===== src/rtl/arb_fifo_if.sv =====
// rtl/arb_fifo_if.sv - write/read handshake bundle between arbiter, arb_fifo and master
//
// Purpose: groups the arbiter-side write strobe/fields, the fifo_full
// back-pressure and the master-side head-entry handshake of arb_fifo.
// Signals:
//   slvx_data_valid, slvx_data[DW], slvx_mode[2], slvx_proc_val[8],
//   data_source                                 : arbiter -> FIFO write side
//   fifo_full                                   : FIFO -> arbiter back-pressure
//   mstr_valid, mstr_data[DW], mstr_mode[2],
//   mstr_proc_val[8], mstr_source               : FIFO -> master head entry
//   mstr_ready                                  : master -> FIFO accept
// Modports: slave (the FIFO itself), master (the environment driving it).
interface arb_fifo_if #(
  parameter int DW = 32
);
  logic          slvx_data_valid;
  logic [DW-1:0] slvx_data;
  logic [1:0]    slvx_mode;
  logic [7:0]    slvx_proc_val;
  logic          data_source;
  logic          fifo_full;

  logic          mstr_valid;
  logic          mstr_ready;
  logic [DW-1:0] mstr_data;
  logic [1:0]    mstr_mode;
  logic [7:0]    mstr_proc_val;
  logic          mstr_source;

  modport slave (
    input  slvx_data_valid, slvx_data, slvx_mode, slvx_proc_val, data_source,
    output fifo_full,
    output mstr_valid, mstr_data, mstr_mode, mstr_proc_val, mstr_source,
    input  mstr_ready
  );

  modport master (
    output slvx_data_valid, slvx_data, slvx_mode, slvx_proc_val, data_source,
    input  fifo_full,
    input  mstr_valid, mstr_data, mstr_mode, mstr_proc_val, mstr_source,
    output mstr_ready
  );
endinterface


===== src/rtl/arb_fifo.sv =====
// rtl/arb_fifo.sv - first-word-fall-through FIFO between arbiter and master with frame completion
//
// Purpose: buffers {source, mode, proc_val, data} entries written by the
// arbiter and presents the head entry to the master combinationally from
// registered storage (one-cycle write-to-read latency). Counts pops per
// frame and raises a sticky completion level; flags dropped writes.
// Ports:
//   clk          : single clock, rising edge
//   rst_n        : asynchronous active-low reset
//   bus          : arb_fifo_if.slave (write side, fifo_full, head-entry side)
//   frame_len    : entries per frame, 0 disables completion
//   cmplt_clr    : single-cycle clear of mstr0_cmplt (a coincident set wins)
//   mstr0_cmplt  : frame-complete level
//   overflow     : sticky, set by a write attempt while holding DEPTH entries
// Build option: define ARB_FIFO_AFULL_EN to raise fifo_full at DEPTH-2
// entries; writes are still accepted until DEPTH entries are held.
module arb_fifo #(
  parameter int DW    = 32,
  parameter int DEPTH = 16
) (
  input  logic          clk,
  input  logic          rst_n,
  arb_fifo_if.slave     bus,
  input  logic [15:0]   frame_len,
  input  logic          cmplt_clr,
  output logic          mstr0_cmplt,
  output logic          overflow
);

  localparam int AW = $clog2(DEPTH);
  localparam int EW = DW + 11;
  localparam logic [AW:0] FULL_CNT = (AW+1)'(DEPTH);
`ifdef ARB_FIFO_AFULL_EN
  localparam logic [AW:0] AFULL_CNT = (AW+1)'(DEPTH - 2);
`endif

  logic [EW-1:0] mem [DEPTH];
  logic [AW-1:0] wr_ptr;
  logic [AW-1:0] rd_ptr;
  logic [AW:0]   count;
  logic [AW:0]   count_next;
  logic [15:0]   frame_cnt;

  logic          at_depth;
  logic          push;
  logic          pop;
  logic          drop;
  logic          frame_hit;
  logic [EW-1:0] head;

  // Acceptance is tied to real storage capacity, not to fifo_full: in the
  // almost-full build fifo_full rises early while the last two slots remain
  // usable as skid space for the arbiter's late reaction.
  assign at_depth = (count == FULL_CNT);
  assign push     = bus.slvx_data_valid && !at_depth;
  assign drop     = bus.slvx_data_valid && at_depth;
  assign pop      = bus.mstr_valid && bus.mstr_ready;

`ifdef ARB_FIFO_AFULL_EN
  assign bus.fifo_full = (count >= AFULL_CNT);
`else
  assign bus.fifo_full = at_depth;
`endif

  // Head entry falls through from the read pointer; fields are meaningless
  // while mstr_valid is low since storage is never cleared.
  assign head              = mem[rd_ptr];
  assign bus.mstr_valid    = (count != '0);
  assign bus.mstr_source   = head[DW+10];
  assign bus.mstr_mode     = head[DW+9:DW+8];
  assign bus.mstr_proc_val = head[DW+7:DW];
  assign bus.mstr_data     = head[DW-1:0];

  // Storage has no reset; only accepted pushes write it.
  always_ff @(posedge clk) begin
    if (push) begin
      mem[wr_ptr] <= {bus.data_source, bus.slvx_mode, bus.slvx_proc_val, bus.slvx_data};
    end
  end

  always_comb begin
    count_next = count;
    case ({push, pop})
      2'b10:   count_next = count + 1'b1;
      2'b01:   count_next = count - 1'b1;
      default: count_next = count;
    endcase
  end

  // Pointers are exactly AW bits so they wrap DEPTH-1 -> 0 on their own.
  always_ff @(posedge clk or negedge rst_n) begin
    if (!rst_n) begin
      wr_ptr <= '0;
      rd_ptr <= '0;
      count  <= '0;
    end else begin
      if (push) wr_ptr <= wr_ptr + 1'b1;
      if (pop)  rd_ptr <= rd_ptr + 1'b1;
      count <= count_next;
    end
  end

  always_ff @(posedge clk or negedge rst_n) begin
    if (!rst_n) begin
      overflow <= 1'b0;
    end else if (drop) begin
      overflow <= 1'b1;
    end
  end

  // Completion compares against the live frame_len. If frame_len is lowered
  // below the current count the equality is missed and the counter must run
  // through its 16-bit wrap before it can match again.
  assign frame_hit = pop && (frame_len != 16'd0) && (frame_cnt == frame_len - 16'd1);

  always_ff @(posedge clk or negedge rst_n) begin
    if (!rst_n) begin
      frame_cnt <= '0;
    end else if (pop && (frame_len != 16'd0)) begin
      if (frame_hit) frame_cnt <= '0;
      else           frame_cnt <= frame_cnt + 16'd1;
    end
  end

  // Set has priority so a completion is never lost to a stale clear.
  always_ff @(posedge clk or negedge rst_n) begin
    if (!rst_n) begin
      mstr0_cmplt <= 1'b0;
    end else if (frame_hit) begin
      mstr0_cmplt <= 1'b1;
    end else if (cmplt_clr) begin
      mstr0_cmplt <= 1'b0;
    end
  end

endmodule


===== src/flat_wrapper.sv =====
// flat-port wrapper written by rule: the top's interface ports become plain ports
module arb_fifo_flat 
#(
  parameter int DW    = 32,
  parameter int DEPTH = 16
)
  (clk, rst_n, frame_len, cmplt_clr, mstr0_cmplt, overflow, bus_slvx_data_valid, bus_slvx_data, bus_slvx_mode, bus_slvx_proc_val, bus_data_source, bus_fifo_full, bus_mstr_valid, bus_mstr_data, bus_mstr_mode, bus_mstr_proc_val, bus_mstr_source, bus_mstr_ready);
  arb_fifo_if #(.DW(DW)) bus_i ();
  input  logic clk;
  input  logic rst_n;
  input  logic [15:0] frame_len;
  input  logic cmplt_clr;
  output logic mstr0_cmplt;
  output logic overflow;
  input wire logic [$bits(bus_i.slvx_data_valid)-1:0] bus_slvx_data_valid;
  input wire logic [$bits(bus_i.slvx_data)-1:0] bus_slvx_data;
  input wire logic [$bits(bus_i.slvx_mode)-1:0] bus_slvx_mode;
  input wire logic [$bits(bus_i.slvx_proc_val)-1:0] bus_slvx_proc_val;
  input wire logic [$bits(bus_i.data_source)-1:0] bus_data_source;
  output wire logic [$bits(bus_i.fifo_full)-1:0] bus_fifo_full;
  output wire logic [$bits(bus_i.mstr_valid)-1:0] bus_mstr_valid;
  output wire logic [$bits(bus_i.mstr_data)-1:0] bus_mstr_data;
  output wire logic [$bits(bus_i.mstr_mode)-1:0] bus_mstr_mode;
  output wire logic [$bits(bus_i.mstr_proc_val)-1:0] bus_mstr_proc_val;
  output wire logic [$bits(bus_i.mstr_source)-1:0] bus_mstr_source;
  input wire logic [$bits(bus_i.mstr_ready)-1:0] bus_mstr_ready;
  assign bus_i.slvx_data_valid = bus_slvx_data_valid;
  assign bus_i.slvx_data = bus_slvx_data;
  assign bus_i.slvx_mode = bus_slvx_mode;
  assign bus_i.slvx_proc_val = bus_slvx_proc_val;
  assign bus_i.data_source = bus_data_source;
  assign bus_fifo_full = bus_i.fifo_full;
  assign bus_mstr_valid = bus_i.mstr_valid;
  assign bus_mstr_data = bus_i.mstr_data;
  assign bus_mstr_mode = bus_i.mstr_mode;
  assign bus_mstr_proc_val = bus_i.mstr_proc_val;
  assign bus_mstr_source = bus_i.mstr_source;
  assign bus_i.mstr_ready = bus_mstr_ready;
  arb_fifo #(.DW(DW), .DEPTH(DEPTH)) u_core (.clk(clk), .rst_n(rst_n), .bus(bus_i), .frame_len(frame_len), .cmplt_clr(cmplt_clr), .mstr0_cmplt(mstr0_cmplt), .overflow(overflow));
endmodule

===== config.mk =====
export PLATFORM = sky130hd
export DESIGN_NAME = arb_fifo_flat
export DESIGN_NICKNAME = d
export VERILOG_FILES = /design/src/rtl/arb_fifo_if.sv /design/src/rtl/arb_fifo.sv /design/src/flat_wrapper.sv
export SDC_FILE = /design/constraint.sdc
export NUM_CORES = 1
export LEC_CHECK = 0
export CORE_AREA = 5 5 289 291
export DETAILED_ROUTE_END_ITERATION = 8
export DIE_AREA = 0 0 294 296
export DONT_BUFFER_PORTS = 1
export GPL_ROUTABILITY_DRIVEN = 1
export SKIP_LAST_GASP = 1
export SLEW_MARGIN = 20
export SYNTH_ARGS = -nofsm -noshare
export SYNTH_HDL_FRONTEND = slang
export SYNTH_SLANG_ARGS = --single-unit

===== constraint.sdc =====
create_clock -name clk -period 5.41 [get_ports clk]
set_input_delay 0.2705 -clock clk [delete_from_list [all_inputs] [get_ports clk]]
set_output_delay 0.2705 -clock clk [all_outputs]
set_load 0.01 [all_outputs]

==> flow_summary.toml <==
[placed_design]
place_area_mm2 = 0.0295
place_hpwl_mm = 33.6
numPortBuffers = 0
place_congestion = 0.729

[pwr]
p_seq_share_pct = 44.1
power.density_mw_per_mm2 = 506
swShare_pct = 29.3
p_sw_mw = 4.80
power_frac_clock_pct = 30.5
internal_power_mw = 11.6
pwr-share-comb_pct = 25.4
leakage_nw = 10.1
vdd_drop_max_uv = 291

[critical_path]
critical_path_class = "register to output port"
start_kind = "register"
cp-startpoint = "u_core.rd_ptr[0]"
reg2reg_from = "u_core.count[0]"
end_kind = "output port"
required_ps = 5140
arrival_ps = 3360
path_max_fanout = 64
reg2reg_slack_ps = 2140

[clocking]
cts_tree = "yes"
clock-sinks = 719
clk_pin_slew_ps = 60
insertion_delay_ps = 610
cts_buffer_depth = 3
htree_levels = 3
root_buffer = "clkbuf_16"
post_cts_resized = 0
cts_made_buffers = 77

[min_path]
min-delay-path-class = "primary input to async pin"

[synthesis]
ys_top_cells_by_count = "edfxtp_1 (688), mux4_2 (215), nor2_1 (34), xnor2_1 (34), clkbuf_1 (32)"
synth-seq-area-share_pct = 76.7
synth_top_area_share_pct = 73.9
avgSynthCellArea_um2 = 23.2
ys.flop_type = "edfxtp_1"
yosys.area.top_type = "edfxtp_1"
synthesis.area_mm2 = 0.0280
synth_edf_count = 688
synth_nets = 1283
async_flop_share_pct = 4.31
synth_cell_types = 48
ys_top_cells_by_area = "edfxtp_1 (74%), mux4_2 (17%), dfrtp_1 (2.8%), xnor2_1 (1.1%), ha_1 (0.54%)"
synth.most_common_cell = "edfxtp_1"
yosys_warnings = 0
synthCells = 1206
synth_seq_cells = 719

[floorplanning]
core_mm2 = 0.0803
initial_core_util_pct = 34.8
die_area_mm2 = 0.0870
die_h_um = 296
rows = 104
io_pins = 111
die_x_um = 294

[detailed_routing]
postRouteAntennaNets = 0
wl_mm = 62.8
route.detailed.drc = 0
detail_route.wl_per_cell_um = 25.8
via_count = 12500
first_pass_iters = 4
drt_iter0_drc = 1038
vias_per_cell = 5.16

[grt]
antenna_found_initial = 5
grt_first_pass_wirelength_mm = 92.7
grt_pass1_vias = 13600
grt_usage_pct = 14.5
grt_remaining_overflow = 0
grt_start_max_net_pins = 80

[timing]
fin_skew_ps = 22.0
hold_viol_final = 0
fmax_mhz = 276
slew_headroom_pct = 31.8
fin_crit_sh_pct = 67.0
worstMarginPinSlew_ps = 1020
setup_violations = 0
slew_violations = 0
rsz0062_at_grt = "no"
tns_ps = 0
period_needed_ps = 3630

[finish]
fin_area_mm2 = 0.0324
synthToLayoutAreaGrowth_pct = 16.0
nNetsFinal = 1385
drive_gt1_share_pct = 27.9

[flow_run]
maxCapViolations = 0

[outcome]
status = "complete, no violations"
==> path summary, 6_finish.rpt <==
path                                  endpoint  cells past startpoint
max                          bus_mstr_data[18]                      3
min                        u_core.frame_cnt[3]                      2
max reg2reg                    u_core.count[4]                     10
min reg2reg                    u_core.overflow                      1
max in group asynchronous     u_core.rd_ptr[2]                      2
min in group clk              u_core.wr_ptr[0]                      2
==> through the flow <==
stage / instances / worst slack, ps / power [mW] / utilization [%] / hold slack, ps
after floorplan: 1206 / 843 / 10.2 / - / -25.1
after global placement: 2241 / 2170 / 11.5 / 36.8 / -23.6
after detailed placement: 2241 / 2140 / 11.6 / 36.8 / -24.1
after CTS: 2430 / 1630 / 16.7 / 40.4 / 65.7
after global routing: 2431 / 1540 / 17.2 / 40.4 / 87.3
final: 2431 / 1780 / 16.4 / 40.4 / 101
==> metal layers <==
metal	global-route usage [%]	routed length, um	vias to the layer above
met3	2.94	3360	90
met4	3.30	1080	4
met5	0	27	-
met2	24.7	31900	325
li1	-	-	5323
met1	19.5	26400	6806
==> cells in the final DEF (no fill, tap or decap), types with 13 or more instances in the layout <==
master	n
xnor2_1	34
mux4_2	215
clkbuf_16	78
nand2_1	20
clkinv_2	13
nor3_1	13
dlygate4sd3_1	47
dfrtp_1	27
clkinv_1	18
clkbuf_1	15
nor2_1	22
buf_4	23
edfxtp_1	688
==> kinds of logic (layout without fill, tap and decap cells) <==
family,after synthesis,after routing,share of synthesized area (%)
flops,719,719,76.7
compound gates,27,27,0.698
mux,216,216,17.4
buf+inv,67,231,0.949
other cells,0,1,0
xor+xnor,47,47,1.52
fa+ha+maj,13,13,0.609
simple gates,117,117,2.18
==> flip-flops by register name (all words and copies together), names as in the netlist <==
name                count
u_core.mem            688
u_core.frame_cnt       16
u_core.count            5
u_core.rd_ptr           4
u_core.wr_ptr           4
u_core.mstr0_cmplt      1
u_core.overflow         1
==> repair_timing <==
item,4_1_cts,5_1_grt
buffers inserted,0,0
hold buffers,48,0
endpoints found under the hold margin,722,0
==> final cells by class <==
type | count | area [um2]
Fill cell | 6923 | 47900
Clock inverter | 48 | 409
Tap cell | 1060 | 1330
Sequential cell | 719 | 21400
Inverter | 11 | 41.3
Timing Repair Buffer | 79 | 823
Antenna cell | 1 | 2.50
Multi-Input combinational cell | 420 | 6360
Clock buffer | 93 | 2010
==> power groups by stage <==
stage                     Clock, mW  Sequential, mW  Combinational, mW
after floorplan                   0            6.98               3.24
after global placement            0            7.33               4.20
after detailed placement          0            7.37               4.24
after CTS                      5.14            7.25               4.35
after global routing           5.40            7.31               4.49
final                          5.01            7.23               4.17
==> critical path, cell delays in order, from the launching register on <==
cell and delay (ps):
dfrtp_4 960, buf_12 530, mux4_2 600, mux4_2 590
No activity file was read; power rests on OpenSTA's default activity.
